File: src/rtl/fp16_to_int_converter.sv
`default_nettype none
// ============================================================================
// Module      : fp16_to_int_converter
// Description : Iterative FP16 -> signed integer converter, round toward zero,
//               saturating, with invalid/inexact flags and valid/ready ports.
// Revision    : 1.0 - initial release
// ============================================================================
module fp16_to_int_converter #(
  parameter int INT_W = 16
) (
  input  logic             clk,
  input  logic             rst_n,
  input  logic             in_valid,
  output logic             in_ready,
  input  logic [15:0]      fp_in,
  output logic             out_valid,
  input  logic             out_ready,
  output logic [INT_W-1:0] int_out,
  output logic             flag_invalid,
  output logic             flag_inexact
);

  typedef enum logic [1:0] {
    IDLE  = 2'd0,
    SHIFT = 2'd1,
    SIGN  = 2'd2,
    DONE  = 2'd3
  } state_t;

  // Biased exponent at which the unbiased exponent reaches INT_W-1
  localparam logic [6:0]     c_LIMIT_E = 7'(INT_W + 14);
  localparam logic [INT_W:0] c_POS_MAX = {2'b00, {(INT_W-1){1'b1}}};
  localparam logic [INT_W:0] c_NEG_MIN = {2'b01, {(INT_W-1){1'b0}}};

  state_t           r_state;
  state_t           w_nextState;
  logic [INT_W:0]   r_acc;
  logic [3:0]       r_cnt;
  logic             r_shiftLeft;
  logic             r_sign;
  logic             r_sat;
  logic [INT_W-1:0] r_intOut;
  logic             r_flagInvalid;
  logic             r_flagInexact;
  logic             r_outValid;

  logic             w_sign;
  logic [4:0]       w_exp;
  logic [9:0]       w_man;
  logic             w_accept;
  logic             w_isNan;
  logic             w_isInf;
  logic             w_isZero;
  logic             w_exactMin;
  logic             w_isOvf;
  logic             w_isSat;
  logic [3:0]       w_cnt;
  logic [INT_W-1:0] w_mag;
  logic [INT_W-1:0] w_neg;

  assign w_sign     = fp_in[15];
  assign w_exp      = fp_in[14:10];
  assign w_man      = fp_in[9:0];
  assign w_accept   = in_valid && (r_state == IDLE);
  assign w_isNan    = (w_exp == 5'd31) && (w_man != 10'd0);
  assign w_isInf    = (w_exp == 5'd31) && (w_man == 10'd0);
  assign w_isZero   = (w_exp == 5'd0);
  assign w_exactMin = w_sign && (w_man == 10'd0) && ({2'b00, w_exp} == c_LIMIT_E);
  assign w_isOvf    = (w_exp != 5'd31) && !w_isZero &&
                      ({2'b00, w_exp} >= c_LIMIT_E) && !w_exactMin;
  assign w_isSat    = w_isInf || w_isOvf;

  // Left by e-10 when e>=10, otherwise right by 10-e capped at 11
  always_comb begin
    w_cnt = 4'd11;
    if (w_exp >= 5'd25)
      w_cnt = 4'(w_exp - 5'd25);
    else if (w_exp >= 5'd15)
      w_cnt = 4'(5'd25 - w_exp);
  end

  assign w_mag = r_acc[INT_W-1:0];
  assign w_neg = ~w_mag + {{(INT_W-1){1'b0}}, 1'b1};

  always_ff @(posedge clk or negedge rst_n) begin
    if (!rst_n)
      r_state <= IDLE;
    else
      r_state <= w_nextState;
  end

  always_comb begin
    w_nextState = r_state;
    case (r_state)
      IDLE: begin
        if (w_accept) begin
          if (w_isNan || w_isSat || w_isZero)
            w_nextState = SIGN;
          else
            w_nextState = SHIFT;
        end
      end
      SHIFT: begin
        if (r_cnt == 4'd0)
          w_nextState = SIGN;
      end
      SIGN:    w_nextState = DONE;
      DONE: begin
        if (r_outValid && out_ready)
          w_nextState = IDLE;
      end
      default: w_nextState = IDLE;
    endcase
  end

  always_ff @(posedge clk or negedge rst_n) begin
    if (!rst_n) begin
      r_acc         <= '0;
      r_cnt         <= 4'd0;
      r_shiftLeft   <= 1'b0;
      r_sign        <= 1'b0;
      r_sat         <= 1'b0;
      r_intOut      <= '0;
      r_flagInvalid <= 1'b0;
      r_flagInexact <= 1'b0;
      r_outValid    <= 1'b0;
    end else begin
      case (r_state)
        IDLE: begin
          if (w_accept) begin
            r_flagInvalid <= w_isNan || w_isSat;
            r_flagInexact <= w_isZero && (w_man != 10'd0);
            r_sign        <= w_sign && !w_isNan && !w_isZero;
            r_sat         <= w_isSat;
            r_shiftLeft   <= (w_exp >= 5'd25);
            r_cnt         <= w_cnt;
            if (w_isSat)
              r_acc <= w_sign ? c_NEG_MIN : c_POS_MAX;
            else if (w_isNan || w_isZero)
              r_acc <= '0;
            else
              r_acc <= {{(INT_W-10){1'b0}}, 1'b1, w_man};
          end
        end
        SHIFT: begin
          if (r_cnt != 4'd0) begin
            r_cnt <= r_cnt - 4'd1;
            if (r_shiftLeft) begin
              r_acc <= {r_acc[INT_W-1:0], 1'b0};
            end else begin
              r_acc         <= {1'b0, r_acc[INT_W:1]};
              r_flagInexact <= r_flagInexact | r_acc[0];
            end
          end
        end
        SIGN: begin
          if (r_sat)
            r_intOut <= w_mag;
          else
            r_intOut <= r_sign ? w_neg : w_mag;
        end
        DONE: begin
          // Result register settles one cycle before it is advertised
          if (!r_outValid)
            r_outValid <= 1'b1;
          else if (out_ready)
            r_outValid <= 1'b0;
        end
        default: ;
      endcase
    end
  end

  assign in_ready     = (r_state == IDLE);
  assign out_valid    = r_outValid;
  assign int_out      = r_intOut;
  assign flag_invalid = r_flagInvalid;
  assign flag_inexact = r_flagInexact;

endmodule
`default_nettype wire

File: config.mk
export PLATFORM = sky130hd
export DESIGN_NAME = fp16_to_int_converter
export DESIGN_NICKNAME = d
export VERILOG_FILES = /design/src/rtl/fp16_to_int_converter.sv
export SDC_FILE = /design/constraint.sdc
export NUM_CORES = 1
export LEC_CHECK = 0
export BUFFER_PORTS_ARGS = -buffer_cell sky130_fd_sc_hd__buf_4
export CAP_MARGIN = 20
export CORE_ASPECT_RATIO = 0.9
export CORE_MARGIN = 1.5
export CORE_UTILIZATION = 46
export CTS_CLUSTER_SIZE = 8
export DETAILED_ROUTE_END_ITERATION = 10
export HOLD_SLACK_MARGIN = 0.02
export PLACE_DENSITY = 0.68
export SETUP_SLACK_MARGIN = 0.02
export SKIP_CTS_REPAIR_TIMING = 1
export SLEW_MARGIN = 40
export SYNTH_ARGS = -nofsm -noshare
export SYNTH_HDL_FRONTEND = slang
export SYNTH_SLANG_ARGS = --single-unit
File: constraint.sdc
create_clock -name clk -period 2.8 [get_ports clk]
set_input_delay 0.42 -clock clk [delete_from_list [all_inputs] [get_ports clk]]
set_output_delay 0.42 -clock clk [all_outputs]
set_load 0.005 [all_outputs]
==> flow_summary.json <==
{
  "status": "finished with violations",
  "start_util": 0.482,
  "synth_cells": 307,
  "wl_met1_mm": 2.89,
  "met2_length_mm": 2.86,
  "power_density_mw_per_mm2": 1150,
  "die_w_um": 84.9,
  "numCtsBuffers": 5,
  "avgSynthCellArea_um2": 9.05,
  "grt_pass1_wl_mm": 10.0,
  "routed_wl_mm": 6.08,
  "r2r_end": "r_cnt[0]",
  "clkLatencyLatePin_ns": 0.30,
  "r2r_cells": 7,
  "ys_async_sr_fraction": 1.00,
  "synth_top_area_frac": 0.405,
  "cts.sinks": 45,
  "grt_setup_unrepaired": "false",
  "die-area_mm2": 0.00651,
  "ant_nets": 0,
  "r2r-start": "r_state[1]",
  "relSlewSlack": 0.463,
  "diodes": 0,
  "syn_area_mm2": 0.00278,
  "rrSetupSlack_ns": 0.66,
  "ys_seq_elements": 45,
  "core-area_mm2": 0.00576,
  "endpoint_kind": "flip-flop",
  "clk_pin_slew_ns": 0.09,
  "grt_use_total": 0.192,
  "slew_viol_final": 0,
  "netlist_top_cells_area": "dfrtp_1 41%, mux2_2 6.9%, ha_1 5.9%",
  "yosysUniqueCellTypes": 51,
  "syn_nets": 340,
  "failed_checks": "DRC",
  "fillerInstances": 546,
  "tightestPinTransition_ns": 0.794,
  "layout-drive-gt1-share": 0.227,
  "drt-initial-drc-count": 165,
  "routabilityCongestion": 0.930,
  "finClkSkew_ns": 0.00335,
  "tritoncts": "done",
  "synth_top_area_cell": "dfrtp_1",
  "fin_area_mm2": 0.00326,
  "maxCapViolations": 0,
  "die_h_um": 76.7,
  "syn2layout_area_growth_pct": 17.5,
  "fmax_ghz": 0.467,
  "crit_type": "reg2reg",
  "grt_start_max_net_pins": 46,
  "post-dp-hpwl_mm": 4.35,
  "vdd_ir_drop_max_mv": 0.758,
  "worst_ep_required_time_ns": 3.03,
  "fp-row-count": 26,
  "setup_tns_ns": 0,
  "nets": 376,
  "synth_most_common_cell": "dfrtp_1",
  "setup.worst_path.start_class": "flip-flop",
  "routedWlPerCell_um": 14.7,
  "io_buffers": 39,
  "cp.arrival_ns": 2.37,
  "wl_met3_um": 216,
  "drc": 2,
  "dr.pass1.iters": 7,
  "grt_pass1_vias": 2143,
  "synth_edf_count": 0,
  "cts.path.max_buffers": 2,
  "vias_per_cell": 5.66,
  "ys_seq_area_frac": 0.405,
  "setup_viol": 0,
  "ys.flop_type": "dfrtp_1",
  "hold_viol_final": 0,
  "period_share": 0.765,
  "leakage_nw": 1.40,
  "hp-class": "in2async",
  "io_pins": 40,
  "grt_remaining_overflow": 0,
  "cts_root_buffer": "clkbuf_8",
  "h-tree-depth": 2,
  "period_minus_slack_ns": 2.14,
  "yosys_warnings": 0,
  "synthTopCellsByCount": "45 x dfrtp_1, 39 x nand2_1, 37 x nor2_1, 25 x a21oi_1, 17 x mux2_2",
  "vias": 2344,
  "routed.top_layer": "met4",
  "path_max_fanout": 44,
  "antenna_found_initial": 0,
  "dpl_cell_area_mm2": 0.00314,
  "hold_ws_ns": 0.105
}
cell families after synthesis:
kind of cell	after synthesis	synth area share
and+or+nand+nor	104	0.173
AOI/OAI and AO/OA	81	0.196
DFF	45	0.405
buffers and inverters	29	0.0410
muxes	20	0.0797
xor gates and xnor gates	15	0.0473
adders and majority gates	13	0.0586
sequential cells by signal, indices dropped and copies added, names as in the netlist:
name	count
flag_inexact	1
r_sat	1
out_valid	1
r_cnt	4
r_shiftLeft	1
r_state	2
r_sign	1
flag_invalid	1
int_out	16
r_acc	17
cell usage in the layout, fill, tap and decap left out, types with 2 or more instances in the layout:
cell type	count
buf_4	45
xor2_1	11
nand4_1	3
a21oi_1	25
nand3_1	4
mux2i_1	3
mux2_2	17
o21ai_0	14
o22a_1	2
clkbuf_8	6
a41oi_1	10
dfrtp_1	45
o31ai_1	6
a21o_1	2
nor4_1	3
a211oi_1	3
ha_1	13
nand2b_1	3
inv_1	13
nor2b_1	2
nor2_1	37
a31oi_1	5
xnor2_1	4
nand2_1	39
routing by layer:
metal | vias up | GRT usage
li1 | 1179 | -
met1 | 1112 | 0.257
met2 | 45 | 0.306
met3 | 8 | 0.0334
met4 | 0 | 0.0820
met5 | - | 0
final cells by class:
cell class              instances  area, um^2  share of cell area
repair buffers                 45         338               0.103
clock inverters                 2        37.5              0.0115
clock buffers                   6        82.6              0.0253
flip-flops and latches         45        1130               0.345
well taps                      70        87.6              0.0268
inverters                      13        48.8              0.0149
multi-input cells             233        1540               0.473
report_power, final:
part | leakage (nW) | internal, mW | switching [mW]
Sequential | 0.513 | 0.974 | 0.353
Combinational | 0.831 | 0.933 | 0.955
Clock | 0.0574 | 0.290 | 0.234
metrics by stage:
stage	utilization	power [mW]	setup WS, ns	instances
floorplan	-	2.63	0.856	307
global placement	0.546	3.18	0.584	406
detailed placement	0.546	3.23	0.531	406
CTS	0.567	3.77	0.658	414
global route	0.567	4.06	0.462	414
finish	0.567	3.74	0.657	414
worst max-delay path by stage:
stage	from	to	slack [ns]
after global placement	fp_in[11]	r_acc[1]	0.58
after global routing	r_state[1]	r_cnt[0]	0.46
after floorplan	r_state[0]	r_acc[15]	0.86
final	r_state[1]	r_cnt[0]	0.66
after CTS	r_state[1]	r_cnt[0]	0.66
after detailed placement	fp_in[11]	r_acc[8]	0.53
critical path, stage by stage, from the launching register on:
cell and delay, ns:
dfrtp_1 0.41, inv_1 0.11, ha_1 0.44, mux2i_1 0.15, a31oi_2 0.16, buf_4 0.38
o21ai_0 0.22, o21ai_0 0.18
(Power assumes the default switching activity.)
